===== src/rtl/uart_rx_fifo.sv =====
// UART receiver (N data, optional parity, 1/2 stop) feeding a first-word-fall-through FIFO.
// Word visible on the mid-stop-bit push edge; ready_i pops, and a full FIFO with no pop drops the frame.

module uart_rx_fifo_buf #(
   parameter int WIDTH = 10,
   parameter int DEPTH = 4
) (
   input  logic                    clk_i,
   input  logic                    nrst_i,
   input  logic                    wrVld,
   input  logic [WIDTH-1:0]        wrDat,
   output logic                    wrRdy,
   output logic                    rdVld,
   output logic [WIDTH-1:0]        rdDat,
   input  logic                    rdRdy,
   output logic [$clog2(DEPTH):0]  level
);
   localparam int AW = $clog2(DEPTH);
   localparam logic [AW:0] FULL = (AW+1)'(DEPTH);

   logic [WIDTH-1:0] mem [DEPTH];
   logic [AW-1:0]    wrPtr;
   logic [AW-1:0]    rdPtr;
   logic [AW:0]      count;
   logic             wrEn;
   logic             rdEn;

   assign rdVld = (count != '0);
   // A pop frees the slot in the same cycle, so a full FIFO can still accept.
   assign wrRdy = (count != FULL) || rdRdy;
   assign wrEn  = wrVld && wrRdy;
   assign rdEn  = rdVld && rdRdy;
   assign rdDat = mem[rdPtr];
   assign level = count;

   always_ff @(posedge clk_i) begin
      if (wrEn) mem[wrPtr] <= wrDat;
   end

   always_ff @(posedge clk_i or negedge nrst_i) begin
      if (!nrst_i) begin
         wrPtr <= '0;
         rdPtr <= '0;
         count <= '0;
      end else begin
         if (wrEn) wrPtr <= wrPtr + 1'b1;
         if (rdEn) rdPtr <= rdPtr + 1'b1;
         case ({wrEn, rdEn})
            2'b10:   count <= count + 1'b1;
            2'b01:   count <= count - 1'b1;
            default: count <= count;
         endcase
      end
   end
endmodule

module uart_rx_fifo #(
   parameter int CLK_HZ     = 10_000_000,
   parameter int BAUD       = 31250,
   parameter int DATA_BITS  = 8,
   parameter int PARITY     = 0,
   parameter int STOP_BITS  = 1,
   parameter int FIFO_DEPTH = 4
) (
   input  logic                          clk_i,
   input  logic                          nrst_i,
   input  logic                          rxData_i,
   output logic [DATA_BITS-1:0]          data_o,
   output logic                          valid_o,
   input  logic                          ready_i,
   output logic                          frameErr_o,
   output logic                          parityErr_o,
   output logic                          overrun_o,
   input  logic                          clearErr_i,
   output logic [$clog2(FIFO_DEPTH):0]   fifoLevel_o,
   output logic                          busy_o
);
   localparam int CYC  = CLK_HZ / BAUD;
   localparam int HALF = CYC / 2;
   localparam int CW   = $clog2(CYC);

   typedef enum logic [2:0] {ST_IDLE, ST_START, ST_DATA, ST_PAR, ST_STOP} state_t;

   typedef struct packed {
      logic                 parityErr;
      logic                 frameErr;
      logic [DATA_BITS-1:0] data;
   } entry_t;

   state_t               state;
   state_t               stateNext;
   logic                 rxMeta;
   logic                 rxS;
   logic                 armed;
   logic [CW-1:0]        cnt;
   logic [3:0]           bitCnt;
   logic [DATA_BITS-1:0] dataReg;
   logic                 parErrReg;
   logic                 frameErrReg;
   logic                 bitTick;
   logic                 cntClr;
   logic                 bitClr;
   logic                 shiftEn;
   logic                 parEn;
   logic                 stopEn;
   logic                 push;
   logic                 pushRdy;
   logic                 headVld;
   entry_t               pushEntry;
   entry_t               headEntry;

   always_ff @(posedge clk_i or negedge nrst_i) begin
      if (!nrst_i) begin
         rxMeta <= 1'b1;
         rxS    <= 1'b1;
      end else begin
         rxMeta <= rxData_i;
         rxS    <= rxMeta;
      end
   end

   assign bitTick = (cnt == CW'(CYC-1));

   always_ff @(posedge clk_i or negedge nrst_i) begin
      if (!nrst_i) state <= ST_IDLE;
      else         state <= stateNext;
   end

   always_comb begin
      stateNext = state;
      cntClr    = 1'b0;
      bitClr    = 1'b0;
      shiftEn   = 1'b0;
      parEn     = 1'b0;
      stopEn    = 1'b0;
      push      = 1'b0;
      case (state)
         ST_IDLE: begin
            if (armed && !rxS) begin
               stateNext = ST_START;
               cntClr    = 1'b1;
               bitClr    = 1'b1;
            end
         end
         ST_START: begin
            if (cnt == CW'(HALF-1)) begin
               cntClr    = 1'b1;
               bitClr    = 1'b1;
               stateNext = rxS ? ST_IDLE : ST_DATA;
            end
         end
         ST_DATA: begin
            if (bitTick) begin
               shiftEn = 1'b1;
               cntClr  = 1'b1;
               if (bitCnt == 4'(DATA_BITS-1)) begin
                  bitClr    = 1'b1;
                  stateNext = (PARITY != 0) ? ST_PAR : ST_STOP;
               end
            end
         end
         ST_PAR: begin
            if (bitTick) begin
               parEn     = 1'b1;
               cntClr    = 1'b1;
               stateNext = ST_STOP;
            end
         end
         ST_STOP: begin
            if (bitTick) begin
               stopEn = 1'b1;
               cntClr = 1'b1;
               if (bitCnt == 4'(STOP_BITS-1)) begin
                  push      = 1'b1;
                  bitClr    = 1'b1;
                  stateNext = ST_IDLE;
               end
            end
         end
         default: stateNext = ST_IDLE;
      endcase
   end

   always_ff @(posedge clk_i or negedge nrst_i) begin
      if (!nrst_i) begin
         cnt         <= '0;
         bitCnt      <= '0;
         dataReg     <= '0;
         parErrReg   <= 1'b0;
         frameErrReg <= 1'b0;
         armed       <= 1'b0;
         overrun_o   <= 1'b0;
      end else begin
         cnt <= cntClr ? '0 : cnt + 1'b1;
         if (bitClr)                bitCnt <= '0;
         else if (shiftEn || stopEn) bitCnt <= bitCnt + 1'b1;
         if (shiftEn) dataReg <= {rxS, dataReg[DATA_BITS-1:1]};
         if (state == ST_START) begin
            parErrReg   <= 1'b0;
            frameErrReg <= 1'b0;
         end
         if (parEn) parErrReg <= ((^dataReg) ^ rxS) != (PARITY == 1);
         if (stopEn && !rxS) frameErrReg <= 1'b1;
         // The line must be seen idle again before another start is accepted.
         if (push)                          armed <= 1'b0;
         else if (state == ST_IDLE && rxS)  armed <= 1'b1;
         if (push && !pushRdy) overrun_o <= 1'b1;
         else if (clearErr_i)  overrun_o <= 1'b0;
      end
   end

   assign pushEntry.parityErr = parErrReg;
   assign pushEntry.frameErr  = frameErrReg | ~rxS;
   assign pushEntry.data      = dataReg;

   uart_rx_fifo_buf #(
      .WIDTH ($bits(entry_t)),
      .DEPTH (FIFO_DEPTH)
   ) u_fifo (
      .clk_i  (clk_i),
      .nrst_i (nrst_i),
      .wrVld  (push),
      .wrDat  (pushEntry),
      .wrRdy  (pushRdy),
      .rdVld  (headVld),
      .rdDat  (headEntry),
      .rdRdy  (ready_i),
      .level  (fifoLevel_o)
   );

   assign valid_o     = headVld;
   assign data_o      = headVld ? headEntry.data : '0;
   assign frameErr_o  = headVld & headEntry.frameErr;
   assign parityErr_o = headVld & headEntry.parityErr;
   assign busy_o      = (state != ST_IDLE);
endmodule

===== config.mk =====
export PLATFORM = sky130hd
export DESIGN_NAME = uart_rx_fifo
export DESIGN_NICKNAME = d
export VERILOG_FILES = /design/src/rtl/uart_rx_fifo.sv
export SDC_FILE = /design/constraint.sdc
export NUM_CORES = 1
export LEC_CHECK = 0
export ABC_AREA = 1
export BUFFER_PORTS_ARGS = -buffer_cell sky130_fd_sc_hd__buf_2
export CAP_MARGIN = 25
export CORE_MARGIN = 2
export CORE_UTILIZATION = 50
export CTS_BUF_LIST = sky130_fd_sc_hd__clkbuf_4 sky130_fd_sc_hd__clkbuf_8 sky130_fd_sc_hd__clkbuf_16
export CTS_CLUSTER_DIAMETER = 150
export CTS_CLUSTER_SIZE = 20
export DETAILED_ROUTE_END_ITERATION = 16
export GPL_ROUTABILITY_DRIVEN = 0
export PLACE_DENSITY = 0.76
export REMOVE_ABC_BUFFERS = 1
export SKIP_CTS_REPAIR_TIMING = 1
export SLEW_MARGIN = 30
export SYNTH_ARGS = -nofsm -noshare
export SYNTH_HDL_FRONTEND = slang
export SYNTH_SLANG_ARGS = --single-unit

===== constraint.sdc =====
create_clock -name clk_i -period 4.77 [get_ports clk_i]
set_input_delay 0.954 -clock clk_i [delete_from_list [all_inputs] [get_ports clk_i]]
set_output_delay 0.954 -clock clk_i [all_outputs]
set_load 0.1 [all_outputs]

==> results.json, run 1 <==
{
  "overflow": 0,
  "clk_pin_slew_worst_paths_ps": 90,
  "clock-root-buffer": "clkbuf_8",
  "hp-start": "rxMeta$_DFF_PN1_",
  "initial_core_util": 0.510,
  "grt_use_total": 0.187,
  "critPathMaxStageDelay_ps": 630,
  "worstPathArrival_ps": 2310,
  "drt_wl_total_um": 6740,
  "path_class": "register to primary output",
  "max-cap-violations": 0,
  "required_ps": 3820,
  "hold_viol": 0,
  "die_x_um": 89.6,
  "num_io_pins": 21,
  "drt_iter0_markers": 155,
  "ir_drop_uv": 307,
  "synthCells": 391,
  "htreeDepth": 3,
  "synthTopCellsByCount": "nand2_1, nor2_1, inv_1",
  "drive_gt1_frac": 0.138,
  "route.vias.total": 2641,
  "grt_max_degree": 38,
  "clkLatencyLatePin_ps": 340,
  "min_path_type": "register to register",
  "ys_types": 31,
  "clk_path_buf_depth": 2,
  "crit_path_start": "u_fifo.rdPtr[0]$_DFFE_PN0P_",
  "ys_seq_elements": 77,
  "placed_area_sq_mm": 0.00385,
  "path_cells": "inv_1 -> o21ai_0 -> a21oi_1 -> buf_2",
  "end_kind": "primary output",
  "hpwl_um": 4660,
  "antenna_found_initial": 0,
  "syn_area_per_cell_sq_um": 9.36,
  "slew_violations": 0,
  "maxSlewHeadroom": 0.346,
  "synth_edf_count": 40,
  "rows": 31,
  "max_freq_mhz": 306,
  "setup_tns_ps": 0,
  "coreArea_sq_mm": 0.00718,
  "r2r_end": "u_fifo.mem[0][0]$_DFFE_PP_",
  "first_global_vias": 2522,
  "cp_max_fo": 23,
  "reg2reg_depth": 7,
  "clock_skew_ps": 13.1,
  "cts_sinks": 77,
  "critical_path.top_delay_family": "buffers and inverters",
  "fill_cells": 616,
  "synthToLayoutAreaGrowth_pct": 11.6,
  "syn-cell-area_sq_mm": 0.00366,
  "fin_crit_sh": 0.684,
  "power_density_mw_per_mm2": 609,
  "regToRegSetupSlack_ps": 2290,
  "drt-vias-per-instance": 5.10,
  "p_leak_nw": 1.84,
  "fp.dieH_um": 89.6,
  "cts_buffers": 9,
  "yosysTopAreaCell": "edfxtp_1",
  "firstDrtPassIters": 4,
  "finalInstanceArea_sq_mm": 0.00408,
  "reg2reg_from": "cnt[0]$_DFF_PN0_",
  "critPathLaunchType": "register",
  "tightest_slew_ps": 978,
  "ys_async_sr_fraction": 0.481,
  "io_buffers": 20,
  "die_area_sq_mm": 0.00802,
  "synth_seq_area_share": 0.582,
  "grt_pass1_wl_um": 11400,
  "min_delay_path_depth": 0,
  "yosysMostFrequentCell": "nand2_1",
  "pre_cts_ws_ps": 1870,
  "synth.top_cell.area_share": 0.328,
  "setup-violations-final": 0,
  "outcome": "finished, final reports clean",
  "synthTopCellsByArea": "edfxtp_1, dfrtp_1, nand2_1",
  "postRouteAntennaNets": 0,
  "num_antenna_cells": 0,
  "setup_slack_ps": 1510,
  "post-route-drc-count": 0,
  "fin_nets": 428,
  "rsz0062_at_grt": "false",
  "min_period_ps": 3260,
  "drt-wirelength-per-cell_um": 13.0,
  "ys.flop_type": "edfxtp_1",
  "critical_path_buf_inv_count": 2,
  "whs_endpoint": "rxS$_DFF_PN1_",
  "yosys_warnings": 0,
  "critPathSlowestCell": "dfrtp_1",
  "cts_tree": "built"
}
[flip-flops by register name, indices dropped and copies added, names as in the netlist]
register      count
parErrReg         1
overrun_o         1
dataReg           8
bitCnt            4
rxS               1
armed             1
u_fifo.rdPtr      2
frameErrReg       1
rxMeta            1
state             3
u_fifo.mem       40
u_fifo.wrPtr      2
cnt               9
u_fifo.level      3
[final cells by class]
| type | instances | area (sq um) | share of cell area |
|---|---|---|---|
| flip-flops and latches | 77 | 2130 | 0.521 |
| multi-input cells | 255 | 1310 | 0.321 |
| inverters | 51 | 191 | 0.0469 |
| clock buffers | 10 | 131 | 0.0322 |
| well taps | 99 | 124 | 0.0303 |
| repair buffers | 20 | 103 | 0.0251 |
| clock inverters | 6 | 93.8 | 0.0230 |
[per-stage QoR]
| stage | total power [mW] | util | hold slack, ps | std cells |
|---|---|---|---|---|
| 2_1_floorplan | 1.76 | - | 345 | 383 |
| 3_3_place_gp | 1.92 | 0.537 | 349 | 502 |
| 3_5_place_dp | 1.94 | 0.537 | 351 | 502 |
| 4_1_cts | 2.50 | 0.568 | 358 | 518 |
| 5_1_grt | 2.62 | 0.569 | 367 | 518 |
| 6_report | 2.49 | 0.569 | 357 | 518 |
[metal layers]
metal  vias up  GRT usage  part of all wire
li1       1300          -                 -
met1      1288      0.231              0.44
met2        48      0.328              0.51
met3         5     0.0356             0.033
met4         0     0.0678            0.0079
met5         -          0                 0
[where the power goes]
part / total [mW] / leakage (nW) / internal [mW] / switching (mW)
sequential: 0.827 / 0.930 / 0.744 / 0.0830
combinational: 1.10 / 0.804 / 0.208 / 0.896
clock: 0.556 / 0.111 / 0.306 / 0.250
[worst max path at each step]
stage                  to  slack [ps]  depth (start not counted)
6_report        data_o[6]        1510                          4
5_1_grt        frameErr_o        1320                          4
4_1_cts         data_o[6]        1470                          4
3_5_place_dp    data_o[6]        1870                          4
3_3_place_gp    data_o[6]        1970                          4
2_1_floorplan   data_o[0]         150                          4
[worst register-to-register path, cell delays in order, from the launching register on]
cell and delay [ps]:
dfrtp_1 370, ha_1 210, nand3_2 130, nor2_4 180, nand3_1 180, nor2_4 170, nand2_4 110, nor2_1 750
[kinds of logic after synthesis]
| group | share of synthesized area |
|---|---|
| buf+inv | 0.0615 |
| fa+ha+maj | 0.0328 |
| compound gates | 0.0868 |
| xor+xnor | 0.0263 |
| flops | 0.582 |
| simple gates | 0.211 |
[layout by cell type, fill, tap and decap left out, types with 8 or more instances in the layout]
| master | count |
|---|---|
| a21oi_1 | 15 |
| buf_2 | 19 |
| clkbuf_8 | 9 |
| dfrtp_1 | 35 |
| edfxtp_1 | 40 |
| ha_1 | 8 |
| inv_1 | 49 |
| nand2_1 | 74 |
| nand3_1 | 14 |
| nor2_1 | 70 |
| o21ai_0 | 36 |
| xor2_1 | 8 |
Power figures use the tool's default switching activity.
==> run 2, diff against run 1 <==
clock period = 3.13 ns   (was 4.77 ns; I/O delays follow)
==> run 2 against run 1 <==
  * Final area barely moved
  * Setup slack got worse by 1100 ps
  * First-iteration DRC count rose by 12%
  * Non-clock buffer count rose by 6
  * Critical path depth did not move
  * Die area did not move
  * Combinational power rose by 58%
  * Total power rose by 47%
  * Register-to-register slack got worse by 1400 ps
  * Critical path type unchanged
  * Highest routed layer unchanged
==> results.json, run 2 (synthesis results as in run 1) <==
{
  "intPower_mw": 1.77,
  "final_cells": 524,
  "grt_use_total": 0.179,
  "p_sw_mw": 1.88,
  "power_density_mw_per_mm2": 894,
  "setup-violations-final": 0,
  "drt_iter0_markers": 173,
  "required_ps": 2500,
  "grt_max_degree": 38,
  "dr.max_layer_used": "met4",
  "hold_ws_ps": 233,
  "path_class": "register to primary output",
  "p_leak_nw": 1.85,
  "firstDrtPassIters": 4,
  "cp_max_fo": 20,
  "cts_tree": "built",
  "overflow": 0,
  "worstPathArrival_ps": 2070,
  "final_common_cell": "nand2_1",
  "rsz0062_at_grt": "false",
  "coreArea_sq_mm": 0.00718,
  "initial_core_util": 0.510,
  "route.vias.total": 2575,
  "drt-vias-per-instance": 4.91,
  "slew_violations": 0,
  "grt_pass1_wl_um": 10800,
  "min_period_ps": 2690,
  "critPathMaxStageDelay_ps": 480,
  "die_area_sq_mm": 0.00802,
  "final_core_util": 0.569,
  "fin_nets": 434,
  "outcome": "finished, final reports clean",
  "regMostFlops": "u_fifo.mem",
  "ir_drop_uv": 391,
  "seq_power_share": 0.333,
  "path_cells": "inv_1 -> o21ai_0 -> a21oi_1 -> buf_2",
  "drt_wl_total_um": 6500,
  "min_path_type": "input pin to async pin",
  "drive_gt1_frac": 0.146,
  "fin_crit_sh": 0.861,
  "tightest_slew_ps": 499,
  "critPathLaunchType": "register",
  "wl_met1_um": 2990,
  "clock-root-buffer": "clkbuf_8",
  "hpwl_um": 4560,
  "synthToLayoutAreaGrowth_pct": 11.5,
  "setup_tns_ps": 0,
  "placed_area_sq_mm": 0.00390,
  "maxSlewHeadroom": 0.667,
  "critPathSlowestCell": "dfrtp_1",
  "num_io_pins": 21,
  "dp.cells": 508,
  "pwr-share-clk": 0.190,
  "largest_register_ffs": 40,
  "post-route-drc-count": 0,
  "max-cap-violations": 0,
  "clk_pin_slew_worst_paths_ps": 80,
  "finalInstanceArea_sq_mm": 0.00408,
  "end_kind": "primary output",
  "clock_skew_ps": 12.4,
  "cts_sinks": 77,
  "mostFrequentLayoutCells": "nand2_1, nor2_1, inv_1",
  "reg.largest.list": "u_fifo.mem (40), cnt (9), dataReg (8)",
  "hold_viol": 0,
  "routed-wl-met2_um": 3260,
  "postRouteAntennaNets": 0,
  "clk_path_buf_depth": 2,
  "htreeDepth": 3,
  "io_buffers": 20,
  "clkLatencyLatePin_ps": 350,
  "first_global_vias": 2452,
  "wl_met3_um": 168,
  "fill_cells": 605,
  "cts_buffers": 9,
  "max_freq_mhz": 371,
  "die_x_um": 89.6,
  "fp.dieH_um": 89.6,
  "comb_power_share": 0.477,
  "drt-wirelength-per-cell_um": 12.4,
  "antenna_found_initial": 0,
  "num_antenna_cells": 0,
  "rows": 31,
  "swShare": 0.516
}
run 2: changes by cell type in the layout (fill, tap and decap cells not counted):
cell and delta:
clkbuf_4 -1, bufinv_16 -2, inv_8 +1, buf_4 +6, nor2_1 +2, clkinvlp_4 +3
clkinv_4 -1, nor2_2 -2
run 2: worst max-delay path, delay by kind of cell (launching register included):
kind	cells	cell delay (ps)
flops	1	480
compound gates	2	370
buf+inv	2	870
run 2: routing by layer:
metal,track usage,vias up
li1,-,1315
met1,0.219,1216
met2,0.305,37
met5,0,-
met3,0.0457,7
met4,0.0706,0
run 2: metrics by stage:
| stage | total power [mW] | setup WS, ps |
|---|---|---|
| 6_report | 3.65 | 437 |
| 3_3_place_gp | 2.95 | 888 |
| 3_5_place_dp | 2.99 | 807 |
| 2_1_floorplan | 2.68 | -1160 |
| 5_1_grt | 3.87 | 237 |
| 4_1_cts | 3.68 | 414 |
run 2: worst paths after layout:
path / endpoint / cells past startpoint / startpoint / slack, ps
max in group asynchronous: rxS$_DFF_PN1_ / 1 / nrst_i / 2530
min in group clk_i: rxS$_DFF_PN1_ / 0 / rxMeta$_DFF_PN1_ / 360
min reg2reg: rxS$_DFF_PN1_ / 0 / rxMeta$_DFF_PN1_ / 360
max reg2reg: u_fifo.level[2]$_DFFE_PN0P_ / 12 / cnt[0]$_DFF_PN0_ / 880
max: data_o[7] / 4 / u_fifo.rdPtr[0]$_DFFE_PN0P_ / 440
min: cnt[8]$_DFF_PN0_ / 1 / nrst_i / 230
run 2: power groups by stage:
stage                     sequential [mW]  combinational, mW  clock [mW]
final                                1.22               1.74       0.692
after global routing                 1.23               1.89       0.749
after CTS                            1.22               1.75       0.711
after detailed placement             1.24               1.75           0
after global placement               1.23               1.71           0
after floorplan                      1.39               1.29           0
run 2: layout make-up:
type                            count  area (sq um)  share of cell area
Multi-Input combinational cell    255          1310               0.320
Timing Repair Buffer               26           148              0.0362
Clock inverter                      7          58.8              0.0144
Sequential cell                    77          2130               0.522
Clock buffer                        9           124              0.0303
Tap cell                           99           124              0.0303
Inverter                           51           191              0.0469
==> run 3, diff against run 2 <==
SYNTH_HIERARCHICAL = 1   (was not set)
==> run 3 against run 2 <==
  * Setup slack lost 160 ps
  * Total power shrank 35%
  * First-iteration DRC count shrank 14%
  * Sequential share of layout area shrank 2.5 points
  * Cell count grew 7.4%
  * Sequential power shrank 4%
  * Clock power grew 19%
  * Maximum frequency shrank 5.5%
  * Via count grew 7.6%
  * Combinational power shrank 78%
  * Flip-flop and latch count is the same
  * Largest cell class unchanged
  * Largest power group is now registers
==> results.json, run 3 <==
{
  "synthCells": 429,
  "outcome": "finished, final reports clean",
  "clkLatencyLatePin_ps": 340,
  "yosys_warnings": 6,
  "cts_tree": "built",
  "maxSlewHeadroom": 0.440,
  "hold_viol": 0,
  "fp.dieH_um": 92.0,
  "reg2reg_depth": 12,
  "io_buffers": 20,
  "first_global_vias": 2666,
  "synth.top_cell.area_share": 0.310,
  "synth_seq_area_share": 0.550,
  "syn-cell-area_sq_mm": 0.00387,
  "clk_pin_slew_worst_paths_ps": 80,
  "post-route-drc-count": 0,
  "mostFrequentLayoutCells": "nand2_1, inv_1, edfxtp_1",
  "drt-vias-per-instance": 4.92,
  "worstPathArrival_ps": 2220,
  "power_density_mw_per_mm2": 554,
  "path_cells": "inv_4 -> nor2_1 -> nor2_1 -> o21ai_0 -> nand2_1 -> nand2_1 -> inv_1 -> buf_2",
  "max-cap-violations": 0,
  "ys_types": 35,
  "num_antenna_cells": 0,
  "rows": 32,
  "clock-root-buffer": "clkbuf_8",
  "pre_cts_ws_ps": 470,
  "end_kind": "primary output",
  "placed_area_sq_mm": 0.00407,
  "min_path_type": "register to register",
  "largest_register_ffs": 40,
  "hpwl_um": 4660,
  "syn_area_per_cell_sq_um": 9.02,
  "firstDrtPassIters": 5,
  "max_freq_mhz": 351,
  "critical_path_buf_inv_count": 3,
  "clk_path_buf_depth": 2,
  "grt_use_total": 0.172,
  "num_io_pins": 21,
  "htreeDepth": 3,
  "critical_path.top_delay_family": "buffers and inverters",
  "power.total_mw": 2.38,
  "synthTopCellsByCount": "nand2_1, inv_1, edfxtp_1",
  "drt_wl_total_um": 6720,
  "reg.largest.list": "u_fifo/mem (40), cnt (9), dataReg (8)",
  "fin_nets": 470,
  "multi_input_area_sq_mm": 0.00140,
  "seq_area_sq_mm": 0.00213,
  "ys_async_sr_fraction": 0.481,
  "whs_endpoint": "rxS$_DFF_PN1_",
  "path_class": "register to primary output",
  "ir_drop_uv": 468,
  "final_common_cell": "nand2_1",
  "coreArea_sq_mm": 0.00761,
  "rsz0062_at_grt": "false",
  "synthToLayoutAreaGrowth_pct": 10.9,
  "yosysMostFrequentCell": "nand2_1",
  "cts_sinks": 77,
  "synth_edf_count": 40,
  "ys.flop_type": "edfxtp_1",
  "clock_skew_ps": 8.04,
  "critPathMaxStageDelay_ps": 580,
  "die_x_um": 92.0,
  "route.vias.total": 2771,
  "setup-violations-final": 0,
  "fill_cells": 662,
  "yosysTopAreaCell": "edfxtp_1",
  "grt_pass1_wl_um": 11500,
  "drive_gt1_frac": 0.169,
  "critPathLaunchType": "register",
  "fin_crit_sh": 0.911,
  "regToRegSetupSlack_ps": 710,
  "drt_iter0_markers": 148,
  "min_period_ps": 2850,
  "cp_max_fo": 31,
  "overflow": 0,
  "setup_slack_ps": 280,
  "synthTopCellsByArea": "edfxtp_1, dfrtp_1, nand2_1",
  "grt_max_degree": 38,
  "final_cells": 563,
  "cts_buffers": 9,
  "required_ps": 2500,
  "reg2reg_from": "cnt[0]$_DFF_PN0_",
  "critPathSlowestCell": "dfrtp_1",
  "r2r_end": "u_fifo/level[1]$_DFFE_PN0P_",
  "min_delay_path_depth": 0,
  "postRouteAntennaNets": 0,
  "p_leak_nw": 2.18,
  "dp.cells": 547,
  "tightest_slew_ps": 840,
  "die_area_sq_mm": 0.00846,
  "antenna_found_initial": 0,
  "initial_core_util": 0.509,
  "slew_violations": 0,
  "ys_seq_elements": 77,
  "drt-wirelength-per-cell_um": 11.9,
  "finalInstanceArea_sq_mm": 0.00429,
  "regMostFlops": "u_fifo/mem",
  "hp-start": "rxMeta$_DFF_PN1_"
}
[run 3: per-layer routing]
| metal | vias to the layer above | global-route usage | wire [um] |
|---|---|---|---|
| li1 | 1417 | - | - |
| met1 | 1308 | 0.208 | 3010 |
| met2 | 40 | 0.297 | 3460 |
| met3 | 6 | 0.0403 | 204 |
| met4 | 0 | 0.0672 | 41 |
| met5 | - | 0 | 0 |
[run 3: kinds of logic (layout without fill, tap and decap cells)]
family / Yosys count / in the layout / share of synthesized area
adders and majority gates: 9 / 9 / 0.0310
buffers and inverters: 82 / 114 / 0.0883
AOI/OAI and AO/OA: 44 / 44 / 0.0666
xor gates and xnor gates: 3 / 3 / 0.00679
DFF: 77 / 77 / 0.550
and+or+nand+nor: 214 / 214 / 0.257
[run 3: final cells by class]
class	count	share of cell area
sequential	77	0.496
multi-input combinational	270	0.326
inverter	73	0.0645
timing repair buffer	25	0.0321
tap	102	0.0297
clock buffer	9	0.0289
clock inverter	7	0.0227
[run 3: worst reg2reg max path: stages (launching register included)]
cell and delay [ps]:
dfrtp_1 380, ha_1 220, nand3_2 150, nor2_4 170
nand2_2 90, clkinv_1 120, nand3_1 80, inv_1 160
nand2_4 100, ha_1 220, inv_1 80, fa_1 420
o21ai_0 170
[run 3: worst max-delay path by stage]
stage,startpoint,end,slack [ps],depth (start not counted)
after CTS,u_fifo/rdPtr[0]$_DFFE_PN0P_,data_o[4],80,8
after floorplan,u_fifo/level[0]$_DFFE_PN0P_,data_o[0],-190,4
after detailed placement,u_fifo/rdPtr[0]$_DFFE_PN0P_,data_o[4],470,8
final,u_fifo/rdPtr[0]$_DFFE_PN0P_,data_o[4],280,8
after global routing,u_fifo/rdPtr[0]$_DFFE_PN0P_,data_o[4],100,8
after global placement,u_fifo/rdPtr[0]$_DFFE_PN0P_,data_o[4],600,8
[run 3: stage by stage]
stage / hold slack, ps / TNS (ps) / util
6_report: 356 / 0 / 0.564
3_5_place_dp: 350 / 0 / 0.535
2_1_floorplan: 330 / -1880 / -
4_1_cts: 358 / 0 / 0.564
5_1_grt: 351 / 0 / 0.564
3_3_place_gp: 349 / 0 / 0.535
[run 3: power by group]
part | internal [mW] | switching, mW | total [mW]
sequential | 1.11 | 0.0569 | 1.17
combinational | 0.107 | 0.278 | 0.385
clock | 0.453 | 0.371 | 0.824
